**src/rtl/druaga_load_seq.sv**
```systemverilog
// druaga_load_seq: sequences ROM download and reset for the Druaga game core.
// Forwards index-0 download bytes to the core's ROM write port, captures the
// title number from index-1 writes, validates each ROM session, and holds the
// core in reset during loads, after user reset requests, and after failures.
//
// Ports
//   clk_sys        : system clock (single clock domain)
//   RESET          : asynchronous active-high reset
//   ioctl_download : download session active
//   ioctl_wr       : single-cycle byte write strobe
//   ioctl_addr     : byte address within the session
//   ioctl_dout     : write data
//   ioctl_index    : download target (0 = ROM image, 1 = title number)
//   rst_req        : user reset request, level
//   ROMAD/ROMDT    : registered ROM write address / data to the core
//   ROMEN          : registered one-cycle ROM write enable
//   tno            : captured title number
//   core_rst       : game core reset, active-high
//   rom_valid      : a complete ROM image is loaded
//   load_err       : last ROM session failed (sticky until next ROM session)
module druaga_load_seq #(
   parameter logic [24:0] ROM_SIZE    = 25'h20000,
   parameter logic [15:0] HOLD_CYCLES = 16'd4800
) (
   input  logic        clk_sys,
   input  logic        RESET,
   input  logic        ioctl_download,
   input  logic        ioctl_wr,
   input  logic [24:0] ioctl_addr,
   input  logic [7:0]  ioctl_dout,
   input  logic [7:0]  ioctl_index,
   input  logic        rst_req,
   output logic [24:0] ROMAD,
   output logic [7:0]  ROMDT,
   output logic        ROMEN,
   output logic [3:0]  tno,
   output logic        core_rst,
   output logic        rom_valid,
   output logic        load_err
);

   typedef enum logic [2:0] {IDLE, LOAD, CHECK, HOLD, ERROR} state_t;

   state_t      state;
   logic        dl_q;
   logic [24:0] byte_cnt;
   logic [24:0] exp_addr;
   logic        saw_rom;
   logic        ovf;
   logic        gap;
   logic [15:0] hold_cnt;

   logic dl_rise;
   logic dl_fall;
   logic wr_rom;
   logic wr_tno;

   assign dl_rise = ioctl_download & ~dl_q;
   assign dl_fall = ~ioctl_download & dl_q;
   assign wr_rom  = ioctl_wr && (ioctl_index == 8'd0);
   assign wr_tno  = ioctl_wr && (ioctl_index == 8'd1);

   // Sequencer: a download rising edge preempts every state, including HOLD
   // expiry and rst_req handling in the same cycle.
   always_ff @(posedge clk_sys or posedge RESET) begin
      if (RESET) begin
         state     <= HOLD;
         dl_q      <= 1'b0;
         byte_cnt  <= '0;
         exp_addr  <= '0;
         saw_rom   <= 1'b0;
         ovf       <= 1'b0;
         gap       <= 1'b0;
         hold_cnt  <= HOLD_CYCLES;
         ROMAD     <= '0;
         ROMDT     <= '0;
         ROMEN     <= 1'b0;
         tno       <= '0;
         core_rst  <= 1'b1;
         rom_valid <= 1'b0;
         load_err  <= 1'b0;
      end else begin
         dl_q  <= ioctl_download;
         ROMEN <= 1'b0;
         if (dl_rise) begin
            state    <= LOAD;
            byte_cnt <= '0;
            exp_addr <= '0;
            saw_rom  <= 1'b0;
            ovf      <= 1'b0;
            gap      <= 1'b0;
            core_rst <= 1'b1;
         end else begin
            case (state)
               IDLE: begin
                  if (rst_req) begin
                     state    <= HOLD;
                     hold_cnt <= HOLD_CYCLES;
                     core_rst <= 1'b1;
                  end
               end
               LOAD: begin
                  if (wr_rom) begin
                     // Any out-of-order address marks the image as gapped.
                     if (ioctl_addr != exp_addr) gap <= 1'b1;
                     if (ioctl_addr < ROM_SIZE) begin
                        ROMAD    <= ioctl_addr;
                        ROMDT    <= ioctl_dout;
                        ROMEN    <= 1'b1;
                        saw_rom  <= 1'b1;
                        exp_addr <= exp_addr + 25'd1;
                        if (byte_cnt != '1) byte_cnt <= byte_cnt + 25'd1;
                     end else begin
                        ovf <= 1'b1;
                     end
                  end else if (wr_tno) begin
                     tno <= ioctl_dout[3:0];
                  end
                  if (dl_fall) state <= CHECK;
               end
               CHECK: begin
                  hold_cnt <= HOLD_CYCLES;
                  if (saw_rom) begin
                     if ((byte_cnt == ROM_SIZE) && !ovf && !gap) begin
                        rom_valid <= 1'b1;
                        load_err  <= 1'b0;
                        state     <= HOLD;
                     end else begin
                        rom_valid <= 1'b0;
                        load_err  <= 1'b1;
                        state     <= ERROR;
                     end
                  end else begin
                     // Title-only session: image status carries over.
                     state <= rom_valid ? HOLD : ERROR;
                  end
               end
               HOLD: begin
                  // Release after HOLD_CYCLES cycles; zero behaves like one.
                  if (rst_req) begin
                     hold_cnt <= HOLD_CYCLES;
                  end else if (hold_cnt <= 16'd1) begin
                     core_rst <= 1'b0;
                     state    <= IDLE;
                  end else begin
                     hold_cnt <= hold_cnt - 16'd1;
                  end
               end
               ERROR: begin
                  core_rst <= 1'b1;
               end
               default: begin
                  state    <= HOLD;
                  hold_cnt <= HOLD_CYCLES;
                  core_rst <= 1'b1;
               end
            endcase
         end
      end
   end

endmodule

```
**config.mk**
```make
export PLATFORM = sky130hd
export DESIGN_NAME = druaga_load_seq
export DESIGN_NICKNAME = d
export VERILOG_FILES = /design/src/rtl/druaga_load_seq.sv
export SDC_FILE = /design/constraint.sdc
export NUM_CORES = 1
export LEC_CHECK = 0
export BUFFER_PORTS_ARGS = -buffer_cell sky130_fd_sc_hd__buf_4
export CAP_MARGIN = 40
export CORE_UTILIZATION = 32
export DETAILED_ROUTE_END_ITERATION = 10
export PLACE_DENSITY = 0.59
export SLEW_MARGIN = 25
export SYNTH_ARGS = -nofsm -noshare
export SYNTH_HDL_FRONTEND = slang
export SYNTH_SLANG_ARGS = --single-unit
```
**constraint.sdc**
```tcl
create_clock -name clk_sys -period 9.8 [get_ports clk_sys]
set_input_delay 0.49 -clock clk_sys [delete_from_list [all_inputs] [get_ports clk_sys]]
set_output_delay 0.49 -clock clk_sys [all_outputs]
set_load 0.01 [all_outputs]
```
==> metrics, run 1 <==
clock transition at the registers of the reported paths roughly 0.060 ns; total grt overflow 0; pre-CTS WS 6.81 ns; DRT antenna net count 0; die area 0.0196 mm^2; fin crit share 28.4%; Clk Tree Root Cell clkbuf_16; Hold-fix buffers, CTS 0; Slew headroom 52.9%; # H-tree levels 4; starting density of the core 32.6%; Min Hold Slack 0.123 ns; crit start category register; DRC errors left 0; Leak 0.00330 uW; Port-buffer cells 86; Post-Synthesis Cell Area 0.00610 mm^2; Worst-Skew Late Latency about 0.42 ns; Seq cells post-synth 114; register area share after synthesis 46.9%; top cell type by total area after synthesis dfrtp_1; number of cells on the worst reg-to-reg path 6; vias in the first global route 4596; Most used DFF post-synth dfrtp_1; first-pass GRT wire length 24.3 mm; fraction of layout cells with a size suffix above 1 between 20% and 30%; Yosys cell types 64; final setup fails 0; I/O Pins 87; total number of vias 4843; final wirelength 14.2 mm; maxcap violations 0; most common cell after layout, fill and taps aside dfrtp_1; clock sinks 114; Post-synth EDFFs 0; TritonRoute pass-1 iters 4; CP required a little over 10 ns; VDD IR-drop max 0.110 mV; top cell type's share of synthesized area 43.9%; initial antenna violation count 0; Rows 50; CP endpoint kind register; Worst-Margin Slew 0.702 ns; ant diodes 0; Worst R2R Setup Slack 7.01 ns; status complete, no violations; Die Height 140 um; total CTS buffers 17; reg2reg end ROMDT[7]; Pwr Total 1280 uW; Min-Delay Path Class input port to async pin; detailed placement HPWL 10.1 mm; Final Hold Fails 0; Synth warnings 0; RSZ-0062 raised after global routing no; Max FO, Critical Path 20; post-DR vias/cell 5.16; Core Footprint 0.0187 mm^2; pwr dens 170 mW/mm^2; Synth Instances 608; Final #Nets 743; Data arrival, critical path 3.09 ns; gr usage total ~16%; RD Place Congestion 0.757; Post-CTS Repair Setup Buffers 0; post-CTS sizing 0; final clock skew just over 0.008 ns; fin crit period 2.79 ns; Worst Setup Path Type register to register; f_max 359 MHz; Die X 140 um; pin count of the biggest net entering global routing 76; layout overhead on the synthesized area 24.0%; Synth area leaders dfrtp_1 (44%), mux2_2 (4.1%), nor2_1 (3.5%); Slew Viols, Final 0; syn_area_per_cell between 10 and 15 um^2; FF-to-FF Start state[0]; leading cell types in the layout, fill and taps excluded dfrtp_1 (107), buf_4 (88), nor2_1 (57); post-DR wirelength/cell 15.1 um; CTS Buffer Depth 2; final setup TNS 0 ns; final setup margin 7.01 ns; syn_nets 660; DRT iter0 DRCs 253; FFs w/ async S/R, synth 100%; TritonCTS clock tree yes
power breakdown:
group          switching, uW  leakage (uW)  internal (uW)
clock network            234      0.000257            333
registers               26.1       0.00156            494
logic                    115       0.00149           83.5
total                    375       0.00330            910
metal layers:
metal  vias to the layer above  GRT usage [%]  part of all wire [%]
met5                         -              0                     0
met3                        10           3.97                   3.6
met1                      2355           21.9                    50
met2                        90           23.4                    45
li1                       2388              -                     -
met4                         0           4.86                   1.1
flip-flops by register name (all words and copies together) (netlist names), 3 cells and up:
| signal | flops |
|---|---|
| ROMAD | 25 |
| byte_cnt | 25 |
| exp_addr | 25 |
| hold_cnt | 16 |
| ROMDT | 8 |
| tno | 4 |
| state | 3 |
synthesized netlist by cell type, types with 3 or more instances:
master / instances
a21oi_1: 36
nand4_1: 18
nor3_1: 15
or4_1: 19
xor2_1: 23
ha_1: 6
and3_1: 4
nor4_2: 3
dfstp_2: 7
a211oi_1: 3
o21ai_0: 18
nor2_1: 57
mux2_1: 17
and4_1: 5
o21ai_1: 3
nand3_1: 23
or3_1: 19
dfrtp_1: 107
mux2_2: 22
clkbuf_1: 13
nor4_1: 21
inv_1: 14
nand2_1: 30
xnor2_1: 21
o31ai_1: 16
a31oi_1: 3
and2_1: 5
buf_1: 3
buf_2: 9
nor2b_1: 23
metrics by stage:
stage          cells  utilization (%)  cell area (um^2)
6_report         938             40.5              7570
5_1_grt          938             40.5              7570
4_1_cts          937             40.3              7540
3_5_place_dp     905             37.4              7000
3_3_place_gp     902             37.1              6940
2_1_floorplan    608                -              6100
layout make-up:
class	instances	area [um^2]
repair buffers	92	748
well taps	234	293
clock buffers	19	443
flip-flops and latches	114	2860
clock inverters	13	105
inverters	14	55.1
multi-input cells	452	3070
fillers	1811	11100
logic make-up (layout without fill, tap and decap cells):
logic type / Yosys count / after routing / share of synthesized area [%]
adders and majority gates: 6 / 6 / 1.23
xor gates and xnor gates: 44 / 44 / 6.31
muxes: 41 / 41 / 7.52
buffers and inverters: 42 / 138 / 3.01
AOI/OAI and AO/OA: 93 / 93 / 9.84
and+or+nand+nor: 268 / 268 / 25.2
DFF: 114 / 114 / 46.9
critical path, stage by stage, from the launching register on:
cell and delay, ns:
dfstp_2 0.63, and4bb_1 0.27, and3_1 0.42, nand2_2 0.28, nor2_4 0.50, buf_16 0.22, mux2_2 0.34
worst max path at each step:
stage                         from            to  cells after the start
finish                    state[0]      ROMDT[7]                      6
global route              state[0]      ROMDT[5]                      6
CTS                       state[0]      ROMDT[0]                      6
detailed placement  ioctl_addr[23]  byte_cnt[15]                      6
global placement    ioctl_index[5]     ROMAD[14]                      6
floorplan                    RESET      ROMAD[0]                      1
Power figures use the tool's default switching activity.
==> inputs of run 2 (changes only) <==
--- a/config.mk
+++ b/config.mk
@@ -9,7 +9,7 @@
 export CAP_MARGIN = 40
 export CORE_UTILIZATION = 32
 export DETAILED_ROUTE_END_ITERATION = 10
-export PLACE_DENSITY = 0.59
+export PLACE_DENSITY = 0.6
 export SLEW_MARGIN = 25
 export SYNTH_ARGS = -nofsm -noshare
 export SYNTH_HDL_FRONTEND = slang
==> constraint.sdc (replaced) <==
create_clock -name clk_sys -period 2.3 [get_ports clk_sys]
set_input_delay 0.115 -clock clk_sys [delete_from_list [all_inputs] [get_ports clk_sys]]
set_output_delay 0.115 -clock clk_sys [all_outputs]
set_load 0.01 [all_outputs]
==> metrics, run 2 (synthesis results as in run 1) <==
Final #Nets 808 (+8.7%); Worst-Skew Late Latency 0.42 ns (about the same); Clk Tree Root Cell clkbuf_16; pin count of the biggest net entering global routing 39 (-49%); RD Place Congestion 0.807 (+6.7%); crit start category register; fin crit period 2.19 ns (-0.592 ns); Final Hold Fails 0 (unchanged); Die X 140 um (unchanged); total grt overflow 0 (unchanged); Die Height 140 um (unchanged); vias in the first global route 4844 (+5.4%); metal2 WL 6.84 mm (+6.1%); total number of vias 5148 (+6.3%); pwr dens 726 mW/mm^2 (+330%); status complete, no violations; Worst-Margin Slew 0.622 ns (-0.0795 ns); Slew Viols, Final 0 (unchanged); CP required 2.60 ns (-7.50 ns); final setup fails 0 (unchanged); Pwr Total 5960 uW (+360%); routed metal-1 wire length 7.06 mm (-0.17%); detailed placement HPWL 10.5 mm (+4.1%); # H-tree levels 4 (unchanged); DRT antenna net count 0 (unchanged); TritonRoute pass-1 iters 4 (unchanged); CTS Buffer Depth 2 (unchanged); Min-Delay Path Class input port to register; Top Registers ROMAD (25), byte_cnt (25), exp_addr (25); DRC errors left 0 (unchanged); layout overhead on the synthesized area 34.4%; total CTS buffers 17 (unchanged); clock transition at the registers of the reported paths 0.06 ns (about the same); final clock skew 0.00823 ns (+0.000129 ns); die area 0.0196 mm^2 (unchanged); TritonCTS clock tree yes; gr usage total 15.5% (-0.11 points); fraction of layout cells with a size suffix above 1 27.6% (+3.0 points); final wirelength 14.6 mm (+2.6%); Data arrival, critical path 2.50 ns (-0.59 ns); fin crit share 95.4% (+67 points); Worst R2R Setup Slack 0.11 ns (-6.91 ns); RSZ-0062 raised after global routing no; Max FO, Critical Path 15 (-25%); Worst Setup Path Type register to register; Port-buffer cells 86 (unchanged); post-DR wirelength/cell 14.5 um (-4.1%); first-pass GRT wire length 24.1 mm (-0.57%); clock sinks 114 (unchanged); Post-CTS Repair Setup Buffers 0 (unchanged); Leak 0.00364 uW (+10%); Highest Signal Layer met4; DRT iter0 DRCs 241 (-4.7%); Rows 50 (unchanged); Slew headroom 58.4% (+5.5 points); f_max 456 MHz (+27%); Core Footprint 0.0187 mm^2 (unchanged); post-DR vias/cell 5.13 (-0.59%); maxcap violations 0 (unchanged); final setup TNS 0 ns (unchanged); leading cell types in the layout, fill and taps excluded buf_4 (124), dfrtp_1 (107), nor2_1 (57); most common cell after layout, fill and taps aside buf_4; CP endpoint kind register; starting density of the core 32.6% (unchanged); VDD IR-drop max 0.313 mV (+180%); I/O Pins 87 (unchanged); wire length on met3 440 um (-15%); initial antenna violation count 0 (unchanged); ant diodes 0 (unchanged)
run 2: cell types whose count changed in the layout (fill, tap and decap cells not counted), moves of 2 or more:
cell	previous run	this run
buf_12	0	3
buf_16	3	0
buf_4	88	124
bufinv_16	0	3
clkinvlp_4	4	6
dlygate4sd3_1	0	29
run 2: cell type report:
type	count	area, um^2
Inverter	14	56.3
Clock buffer	18	439
Timing Repair Buffer	157	1290
Fill cell	1796	10500
Clock inverter	14	180
Tap cell	234	293
Multi-Input combinational cell	452	3080
Sequential cell	114	2860
run 2: worst max-delay path: stages (launching register included):
cell     delay [ns]
dfrtp_1        0.42
and4_1         0.32
nand2_1        0.07
or3_1          0.57
nor4_2         0.36
mux2_1         0.35
run 2: power breakdown:
part	internal (uW)	switching (uW)
Combinational	477	553
Clock	1740	988
Sequential	2100	93.1
Total	4320	1640
run 2: worst paths after layout:
kind                                start           end  cells after the start
setup / recovery              byte_cnt[5]  byte_cnt[15]                      5
hold / removal             ioctl_addr[17]           ovf                      5
setup reg to reg              byte_cnt[5]  byte_cnt[15]                      5
hold reg to reg                  ROMAD[9]      ROMAD[9]                      1
max in group asynchronous           RESET      state[0]                      4
min in group asynchronous           RESET  hold_cnt[10]                      3
run 2: per-stage QoR:
stage          hold slack [ns]  std cells  worst slack, ns  cell area (um^2)  utilization, %
6_report                 0.222       1003            0.106              8200            43.9
3_3_place_gp             0.232        942           0.0487              7280            38.9
2_1_floorplan            0.146        608            0.134              6110               -
5_1_grt                  0.262       1003           0.0135              8200            43.9
4_1_cts                  0.202       1003           0.0249              8190            43.8
3_5_place_dp             0.233        942           0.0134              7280            38.9
run 2: routing by layer:
| metal | vias up | global-route usage, % |
|---|---|---|
| met2 | 98 | 24.8 |
| li1 | 2519 | - |
| met5 | - | 0 |
| met1 | 2515 | 20.3 |
| met4 | 0 | 6.48 |
| met3 | 16 | 3.28 |
run 2: timing repair:
action,in CTS,in global routing
hold buffers,29,0
endpoints found under the hold margin,52,0
gates resized for setup,0,4
endpoints found under the setup margin,0,17
==> inputs of run 3 (changes only) <==
--- a/config.mk
+++ b/config.mk
@@ -7,6 +7,7 @@
 export LEC_CHECK = 0
 export BUFFER_PORTS_ARGS = -buffer_cell sky130_fd_sc_hd__buf_4
 export CAP_MARGIN = 40
+export CORE_ASPECT_RATIO = 0.7
 export CORE_UTILIZATION = 32
 export DETAILED_ROUTE_END_ITERATION = 10
 export PLACE_DENSITY = 0.6
==> metrics, run 3 (synthesis results as in run 1) <==
first-pass GRT wire length 26.0 mm (+7.6%); total number of vias 5161 (+0.25%); total grt overflow 0 (unchanged); Max FO, Critical Path 10 (-5); Final Hold Fails 0 (unchanged); die area 0.0196 mm^2 (about the same); leading cell types in the layout, fill and taps excluded buf_4 (131), dfrtp_1 (107), nor2_1 (57); VDD IR-drop max 0.520 mV (+66%); total CTS buffers 17 (unchanged); routed metal-1 wire length 8.49 mm (+20%); most common cell after layout, fill and taps aside buf_4; Register Area 0.00286 mm^2 (unchanged); DRT antenna net count 0 (unchanged); RSZ-0062 raised after global routing no; DRC errors left 0 (unchanged); I/O Pins 87 (unchanged); Comb power frac 17.8% (+0.5 points); clock power share 44.0% (-1.8 points); Highest Signal Layer met4; status complete, no violations; CP cell instances and4bb_1 > and3_2 > buf_4 > o31ai_4 > buf_4 > or4_1 > a21oi_1; post-DR wirelength/cell 15.6 um (+7.5%); Die Height 118 um (-16%); fraction of layout cells with a size suffix above 1 28.2% (+0.60 points); Die X 167 um (+19%); fillers 1759 (-2.1%); Worst-Margin Slew 0.706 ns (+0.0835 ns); # H-tree levels 4 (unchanged); TritonCTS clock tree yes; f_max 458 MHz (+0.46%); CTS Buffer Depth 2 (unchanged); RD Place Congestion 0.822 (+1.8%); Worst-Skew Late Latency 0.43 ns (about the same); vias in the first global route 4864 (+0.41%); pwr dens 702 mW/mm^2 (-3.3%); initial antenna violation count 0 (unchanged); multi-input logic area 0.00308 mm^2 (about the same); Top Registers ROMAD (25), byte_cnt (25), exp_addr (25); CP endpoint kind register; Min Hold Slack 0.234 ns (+0.0116 ns); sequential power share 38.2% (+1.3 points); Port-buffer cells 86 (unchanged); Worst Setup Path Type register to register; detailed placement HPWL 11.2 mm (+6.2%); starting density of the core 33.2% (+0.60 points); Min-Delay Path Class input port to async pin; net switching power 1690 uW (+3.4%); DRT iter0 DRCs 348 (+44%); post-DR vias/cell 5.11 (-0.44%); layout overhead on the synthesized area 33.9%; final clock skew 0.00566 ns (-0.00257 ns); clock sinks 114 (unchanged); CP required 2.65 ns (+0.05 ns); Internal Pwr Total 4050 uW (-6.3%); CP max stage delay 0.58 ns (about the same); Slew Viols, Final 0 (unchanged); crit start category register; Switching Share 29.4% (+2.0 points); Clk Tree Root Cell clkbuf_16; Final #Nets 813 (+0.62%); Slew headroom 52.5% (-5.9 points); pre-CTS WS -0.0193 ns (-0.0328 ns); ant diodes 0 (unchanged); Rows 41 (-18%); clock transition at the registers of the reported paths 0.06 ns (about the same); wire length on met3 806 um (+83%); maxcap violations 0 (unchanged); slowest stage cell, crit path dfstp_2; final setup margin 0.116 ns (+0.00997 ns); gr usage total 16.9% (+1.4 points); final setup fails 0 (unchanged); TritonRoute pass-1 iters 4 (unchanged); Crit path top cell by count buf_4; Leak 0.00363 uW (-0.18%); metal2 WL 6.32 mm (-7.6%); final wirelength 15.8 mm (+8.2%); final setup TNS 0 ns (unchanged); fin crit period 2.18 ns (-0.00997 ns); Data arrival, critical path 2.53 ns (+0.03 ns); Core Footprint 0.0184 mm^2 (-1.8%); pin count of the biggest net entering global routing 43 (+10%); fin crit share 94.9% (-0.43 points)
run 3: cell types whose count changed in the layout (fill, tap and decap cells not counted), sizes merged:
cell      previous run  this run
buf                128       133
bufinv               3         1
clkbuf              18        17
clkinv               4         6
clkinvlp             6         7
run 3: worst max-delay path, delay by kind of cell (launching register included):
kind                   cells  cell delay [ns]
AOI/OAI and AO/OA          2             0.27
buffers and inverters      2             0.34
DFF                        1             0.58
and+or+nand+nor            3             0.90
run 3: final cells by class:
type                            count  share of cell area [%]
Sequential cell                   114                    35.0
Tap cell                          236                    3.61
Clock inverter                     15                    1.68
Inverter                           14                   0.689
Clock buffer                       17                    5.21
Timing Repair Buffer              162                    16.1
Multi-Input combinational cell    452                    37.7
run 3: worst paths after layout:
kind | startpoint | endpoint | slack [ns] | cells past startpoint
max reg2reg | state[0] | byte_cnt[9] | 0.12 | 7
min reg2reg | ROMAD[12] | ROMAD[12] | 0.49 | 1
max in group asynchronous | RESET | state[0] | 1.42 | 4
min | RESET | hold_cnt[2] | 0.23 | 3
max | state[0] | byte_cnt[9] | 0.12 | 7
min in group clk_sys | ioctl_index[2] | gap | 0.23 | 5
run 3: per-layer routing:
| layer | vias to the layer above | track usage [%] |
|---|---|---|
| li1 | 2525 | - |
| met1 | 2515 | 25.7 |
| met2 | 110 | 22.6 |
| met3 | 11 | 4.24 |
| met4 | 0 | 5.79 |
| met5 | - | 0 |
run 3: stage by stage:
step / total power (uW) / instances / cell area, um^2 / utilization, %
CTS: 5790 / 1008 / 8150 / 44.4
global route: 6000 / 1010 / 8170 / 44.5
finish: 5740 / 1010 / 8170 / 44.5
detailed placement: 3200 / 947 / 7290 / 39.7
global placement: 3200 / 947 / 7290 / 39.7
floorplan: 2860 / 608 / 6110 / -
run 3: timing repair:
action | 4_1_cts | 5_1_grt
pin swaps | 0 | 1
endpoints found under the hold margin | 43 | 0
setup buffers | 0 | 2
hold buffers | 29 | 0
endpoints found under the setup margin | 1 | 41
resized for setup | 1 | 3
run 3: power by group through the flow:
stage               registers, uW  clock network (uW)  logic, uW
floorplan                    2180                   0        676
global placement             2220                   0        980
detailed placement           2220                   0        975
CTS                          2190                2580       1020
global route                 2200                2670       1130
finish                       2200                2530       1020
